<file path="config.mk">
export PLATFORM = sky130hd
export DESIGN_NAME = collatz_engine_flat
export DESIGN_NICKNAME = d
export VERILOG_FILES = /design/src/rtl/collatz_engine_pkg.sv /design/src/rtl/collatz_engine_if.sv /design/src/rtl/collatz_engine_step.sv /design/src/rtl/collatz_engine.sv /design/src/flat_wrapper.sv
export SDC_FILE = /design/constraint.sdc
export NUM_CORES = 1
export LEC_CHECK = 0
export ABC_AREA = 1
export ABC_CLOCK_PERIOD_IN_PS = 3000
export CAP_MARGIN = 20
export CORE_UTILIZATION = 53
export CTS_BUF_LIST = sky130_fd_sc_hd__clkbuf_2 sky130_fd_sc_hd__clkbuf_4 sky130_fd_sc_hd__clkbuf_8
export DETAILED_ROUTE_END_ITERATION = 8
export HOLD_SLACK_MARGIN = 0.08
export PLACE_DENSITY = 0.84
export RECOVER_POWER = 25
export SLEW_MARGIN = 15
export SYNTH_ARGS = -nofsm -noshare
export SYNTH_HDL_FRONTEND = slang
export SYNTH_SLANG_ARGS = --single-unit
</file>
<file path="constraint.sdc">
create_clock -name clk -period 3 [get_ports clk]
set_input_delay 0.6 -clock clk [delete_from_list [all_inputs] [get_ports clk]]
set_output_delay 0.6 -clock clk [all_outputs]
set_load 0.03 [all_outputs]
</file>
<file path="src/rtl/collatz_engine_pkg.sv">
// Shared types for the Collatz trajectory engine: FSM state and result status codes.
package collatz_engine_pkg;

  typedef enum logic [1:0] {
    ST_IDLE = 2'd0,
    ST_RUN  = 2'd1,
    ST_DONE = 2'd2
  } state_e;

  typedef enum logic [1:0] {
    ST_OK       = 2'd0,
    ST_ZERO_IN  = 2'd1,
    ST_OVERFLOW = 2'd2,
    ST_TIMEOUT  = 2'd3
  } status_e;

endpackage

</file>
<file path="src/rtl/collatz_engine_if.sv">
// Start-value and result handshakes of the Collatz engine.
interface collatz_engine_if #(
  parameter int WIDTH     = 16,
  parameter int CNT_WIDTH = 16
);
  logic                 in_valid;
  logic                 in_ready;
  logic [WIDTH-1:0]     in_data;
  logic                 out_valid;
  logic                 out_ready;
  logic [CNT_WIDTH-1:0] out_steps;
  logic [WIDTH-1:0]     out_peak;
  logic [1:0]           out_status;

  modport slave (
    input  in_valid, in_data, out_ready,
    output in_ready, out_valid, out_steps, out_peak, out_status
  );

  modport master (
    output in_valid, in_data, out_ready,
    input  in_ready, out_valid, out_steps, out_peak, out_status
  );
endinterface

</file>
<file path="src/rtl/collatz_engine_step.sv">
// One combinational Collatz step: halve when even, 3x+1 when odd with carry-out detection.
module collatz_step #(
  parameter int WIDTH = 16
) (
  input  logic [WIDTH-1:0] x,
  output logic [WIDTH-1:0] nx,
  output logic             ovf,
  output logic             is_one
);
  logic [WIDTH+1:0] x_ext;
  logic [WIDTH+1:0] tri_x;

  assign x_ext  = {2'b00, x};
  // 3x+1 as (x<<1)+x+1; two guard bits catch any result that no longer fits WIDTH
  assign tri_x  = (x_ext << 1) + x_ext + (WIDTH+2)'(1);
  assign is_one = (x == WIDTH'(1));

  // Select the successor and flag a carry out of the WIDTH-bit trajectory register
  always_comb begin
    nx  = x >> 1;
    ovf = 1'b0;
    if (x[0]) begin
      nx  = tri_x[WIDTH-1:0];
      ovf = |tri_x[WIDTH+1:WIDTH];
    end
  end
endmodule

</file>
<file path="src/rtl/collatz_engine.sv">
// Collatz trajectory engine: accepts N, iterates one step per clock, reports steps/peak/status.
module collatz_engine
  import collatz_engine_pkg::*;
#(
  parameter int WIDTH     = 16,
  parameter int CNT_WIDTH = 16,
  parameter int MAX_STEPS = 65535
) (
  input  logic             clk,
  input  logic             nrst,
  collatz_engine_if.slave  bus
);
  localparam logic [CNT_WIDTH-1:0] CNT_LIMIT = CNT_WIDTH'(MAX_STEPS);

  state_e               state_q, state_d;
  status_e              status_q, status_d;
  logic [WIDTH-1:0]     x_q, x_d;
  logic [WIDTH-1:0]     peak_q, peak_d;
  logic [CNT_WIDTH-1:0] cnt_q, cnt_d;

  logic [WIDTH-1:0]     step_nx;
  logic                 step_ovf;
  logic                 step_one;

  collatz_step #(.WIDTH(WIDTH)) u_step (
    .x      (x_q),
    .nx     (step_nx),
    .ovf    (step_ovf),
    .is_one (step_one)
  );

  assign bus.in_ready   = (state_q == ST_IDLE);
  assign bus.out_valid  = (state_q == ST_DONE);
  assign bus.out_steps  = cnt_q;
  assign bus.out_peak   = peak_q;
  assign bus.out_status = status_q;

  // State and datapath registers; reset abandons any run in progress
  always_ff @(posedge clk or negedge nrst) begin
    if (!nrst) begin
      state_q  <= ST_IDLE;
      status_q <= ST_OK;
      x_q      <= '0;
      peak_q   <= '0;
      cnt_q    <= '0;
    end else begin
      state_q  <= state_d;
      status_q <= status_d;
      x_q      <= x_d;
      peak_q   <= peak_d;
      cnt_q    <= cnt_d;
    end
  end

  // Next-state: accept in IDLE, step in RUN (1 > limit > overflow > advance), hold in DONE
  always_comb begin
    state_d  = state_q;
    status_d = status_q;
    x_d      = x_q;
    peak_d   = peak_q;
    cnt_d    = cnt_q;
    case (state_q)
      ST_IDLE: begin
        if (bus.in_valid) begin
          x_d    = bus.in_data;
          peak_d = bus.in_data;
          cnt_d  = '0;
          if (bus.in_data == '0) begin
            status_d = ST_ZERO_IN;
            state_d  = ST_DONE;
          end else begin
            status_d = ST_OK;
            state_d  = ST_RUN;
          end
        end
      end
      ST_RUN: begin
        if (step_one) begin
          status_d = ST_OK;
          state_d  = ST_DONE;
        end else if (cnt_q == CNT_LIMIT) begin
          status_d = ST_TIMEOUT;
          state_d  = ST_DONE;
        end else if (step_ovf) begin
          // x and cnt keep the last representable point of the trajectory
          status_d = ST_OVERFLOW;
          state_d  = ST_DONE;
        end else begin
          x_d   = step_nx;
          cnt_d = cnt_q + CNT_WIDTH'(1);
          if (step_nx > peak_q) peak_d = step_nx;
        end
      end
      ST_DONE: begin
        if (bus.out_ready) state_d = ST_IDLE;
      end
      default: state_d = ST_IDLE;
    endcase
  end
endmodule

</file>
<file path="src/flat_wrapper.sv">
// flat-port wrapper written by rule: the top's interface ports become plain ports
module collatz_engine_flat import collatz_engine_pkg::*;
#(
  parameter int WIDTH     = 16,
  parameter int CNT_WIDTH = 16,
  parameter int MAX_STEPS = 65535
)
  (clk, nrst, bus_in_valid, bus_in_data, bus_out_ready, bus_in_ready, bus_out_valid, bus_out_steps, bus_out_peak, bus_out_status);
  collatz_engine_if #(.WIDTH(WIDTH), .CNT_WIDTH(CNT_WIDTH)) bus_i ();
  input  logic clk;
  input  logic nrst;
  input wire logic [$bits(bus_i.in_valid)-1:0] bus_in_valid;
  input wire logic [$bits(bus_i.in_data)-1:0] bus_in_data;
  input wire logic [$bits(bus_i.out_ready)-1:0] bus_out_ready;
  output wire logic [$bits(bus_i.in_ready)-1:0] bus_in_ready;
  output wire logic [$bits(bus_i.out_valid)-1:0] bus_out_valid;
  output wire logic [$bits(bus_i.out_steps)-1:0] bus_out_steps;
  output wire logic [$bits(bus_i.out_peak)-1:0] bus_out_peak;
  output wire logic [$bits(bus_i.out_status)-1:0] bus_out_status;
  assign bus_i.in_valid = bus_in_valid;
  assign bus_i.in_data = bus_in_data;
  assign bus_i.out_ready = bus_out_ready;
  assign bus_in_ready = bus_i.in_ready;
  assign bus_out_valid = bus_i.out_valid;
  assign bus_out_steps = bus_i.out_steps;
  assign bus_out_peak = bus_i.out_peak;
  assign bus_out_status = bus_i.out_status;
  collatz_engine #(.WIDTH(WIDTH), .CNT_WIDTH(CNT_WIDTH), .MAX_STEPS(MAX_STEPS)) u_core (.clk(clk), .nrst(nrst), .bus(bus_i));
endmodule
</file>
==> impl_results.md <==
* Status: finished with violations
* Failing checks: negative setup slack
* Leak pwr at 3.54 nW
* CTS root buf: clkbuf_8
* Layout Nets at 950
* ANT cells at 0
* Bufs on Longest Clock Path at 2
* Htree depth at 2
* Hold Vio Cnt, Final at 0
* Syn_nets at 828
* Worst VDD drop at 189 uV
* Hold Crit Class: input pin to asynchronous set/reset pin
* Leading area contributor after synthesis: dfrtp_1
* DP Area at 0.00589 mm^2
* Final ANT Viol Nets at 0
* Final worst path period share at 110%
* Max incr delay on CP at 0.47 ns
* Final WL at 17700 um
* Core Rows at 34
* Fin area at 0.00692 mm^2
* Die ar. at 0.00964 mm^2
* Die extent in y at 98.2 um
* Final WS setup at -0.307 ns
* Proportion of layout cells with a drive suffix above 1 at 31.2%
* Cells taking the most area after synthesis: dfrtp_1 27%, nand2_1 21%, ha_1 11%
* Ys Warns at 0
* CP startpoint kind: register
* Flop2flop setup slack at -0.31 ns
* FF-to-FF path depth at 21
* Slew @ Worst Pin at 1.04 ns
* Cts hold-fix bufs at 0
* FF+latch count, synth at 52
* WL/cell at 17.8 um
* Worst-path cell chain: buf_4 > ha_2 > nand2_2 > nand2_2 > nand2_2 > nand2_2 > inv_2 > nand3_2 > nand2_2 > nand3_2 > and2_4 > ha_4 > nand4_1 > nor3_4 > nand2_1 > nand2_1 > nand2_2 > a21oi_4 > nand3_4 > nand2_2 > nand2_1
* Max-cap violation count at 0
* Clock Pin Slew Worst Setup and Hold Paths at 0.11 ns
* Slew headroom at 30.4%
* WHS at 0.374 ns
* Syn_area_per_cell at 6.41 um^2
* Via count at 5938
* CTS tree: yes
* Reg2reg end: u_core.bus.out_peak[9]
* Drt pass-1 iters at 5
* Netlist cell types at 33
* Critical Path AT at 3.51 ns
* Period minus WS final at 3.31 ns
* Crit-path most repeated cell: nand2_2
* DIE WIDTH at 98.2 um
* CP max stage cell: dfrtp_2
* Synth-to-layout area growth at 41.3%
* Pin count of the biggest net entering global routing at 52
* DRC viols at 0
* Max Clock Skew at 0.0141 ns
* Kind of critical path: register to register
* Max Fclk at 302 MHz
* Total Routing Usage GR at 33.7%
* Pre-CTS WS at -0.251 ns
* Required @ worst endpoint at 3.21 ns
* Vias in the first global route at 5714
* Pwr/cell area at 185 mW/mm^2
* Clk_lat worst skew at 0.32 ns
* Critical Path End Type: register
* Buf/Inv on CP at 2
* Starting Density at 55.4%
* Worst reg2reg startpoint: u_core.x_q[6]
* Total power at 1.28 mW
* Unrepaired setup endpoints after global routing: true
* First-pass GRT wire length at 26300 um
* Vias per inst at 5.97
* Most common cell after layout, fill and taps aside: nand2_1
* Gpl congestion at 0.929
* IO Port Bufs at 55
* Mapped cell area at 0.00490 mm^2
* Commonest cells after routing, fill and taps aside: 212 x nand2_1, 91 x inv_1, 76 x buf_4
* Final setup violation count at 16
* Critical path launch point: u_core.x_q[6]
* Total CTS buffers at 5
* Worst-path fanout max at 8
* Synth top area share at 26.6%
* Initial antenna violation count at 0
* Placed wire-length estimate at 10900 um
* CTS sink cnt at 52
* DR iter-0 viols at 560
* GRT overflow at 0
* Core Area at 0.00885 mm^2
* IO Pins at 56
* Largest delay share family, worst path: simple AND/OR/NAND/NOR gates
* Post-synthesis sequential area ratio at 26.6%
* Fin. max-slew vios at 0
* Mapped Cells at 764
## per-layer routing
| metal | vias up | global-route usage [%] | wire length (um) |
|---|---|---|---|
| met5 | - | 0 | 0 |
| met4 | 0 | 15.4 | 1070 |
| met3 | 112 | 3.72 | 1400 |
| met2 | 384 | 61.2 | 8640 |
| met1 | 2748 | 40.1 | 6610 |
| li1 | 2694 | - | - |
## flip-flops by register name, summed over array words and instances, names as in the netlist
name and count:
u_core.x_q 16, u_core.bus.out_steps 16, u_core.bus.out_peak 16, u_core.bus.out_status 2, u_core.state_q 2
## final cells by class
type                    count  area [um^2]
flip-flops and latches     52         1320
multi-input cells         563         3670
well taps                 108          135
clock buffers               5         68.8
clock inverters             3         50.0
inverters                 124          468
repair buffers            140         1220
fillers                   586         1930
## repair_timing
item                                    CTS  global route
endpoints found under the setup margin   16            19
setup buffers                            20             6
endpoints found under the hold margin     0             0
resized for setup                       111            79
cloned                                    1             0
pin swaps                                40            46
## Yosys cell counts
| cell type | count |
|---|---|
| nand2_1 | 272 |
| inv_1 | 116 |
| nand4_1 | 60 |
| dfrtp_1 | 52 |
| nor2_1 | 49 |
| nand3_1 | 48 |
| ha_1 | 43 |
| a21oi_1 | 22 |
| o21ai_0 | 17 |
| and2_1 | 12 |
| buf_2 | 11 |
| clkbuf_1 | 8 |
| inv_2 | 8 |
| nor3_1 | 7 |
| buf_6 | 6 |
| xnor2_1 | 5 |
| nor2_2 | 4 |
| nand3_4 | 3 |
| nor4_1 | 3 |
| nand2_2 | 2 |
| nor2_4 | 2 |
| nor3b_1 | 2 |
| xor2_1 | 2 |
| a21boi_0 | 1 |
| a21oi_4 | 1 |
| buf_8 | 1 |
| fa_1 | 1 |
| nand3_2 | 1 |
| nand3b_1 | 1 |
| nor3_2 | 1 |
| o21a_1 | 1 |
| o221ai_1 | 1 |
| o31ai_1 | 1 |
## worst max-delay path by stage
stage	slack [ns]	end	depth (start not counted)
final	-0.31	u_core.bus.out_peak[9]	21
after global routing	-0.51	u_core.bus.out_peak[9]	21
after CTS	-0.08	u_core.bus.out_peak[6]	20
after detailed placement	-0.25	u_core.bus.out_peak[3]	20
after global placement	-0.14	u_core.bus.out_peak[12]	20
after floorplan	0.02	u_core.bus.out_peak[14]	21
## metrics by stage
stage	utilization [%]	instances	setup TNS (ns)
final	78.2	995	-4.20
after global routing	78.2	995	-8.05
after CTS	74.9	989	-0.886
after detailed placement	66.6	960	-3.70
after global placement	66.6	960	-2.12
after floorplan	-	764	0
## report_power, final
group	switching, mW	total, mW	leakage (nW)	internal, mW
Sequential	0	0.700	0.687	0.700
Clock	0.270	0.528	0.0607	0.258
Combinational	0.0261	0.0499	2.80	0.0238
Total	0.296	1.28	3.54	0.982
## kinds of logic (layout without fill, tap and decap cells)
| group | count (synthesis) | count (layout) | share of synthesized area (%) |
|---|---|---|---|
| AO/OA/AOI/OAI | 44 | 44 | 4.95 |
| XOR/XNOR | 7 | 7 | 1.25 |
| adder cells (fa/ha/maj) | 44 | 44 | 11.4 |
| buffers and inverters | 150 | 272 | 12.9 |
| flip-flops | 52 | 52 | 26.6 |
| AND/OR/NAND/NOR | 467 | 468 | 42.9 |
Note: power is estimated with default switching activity, not from simulation.
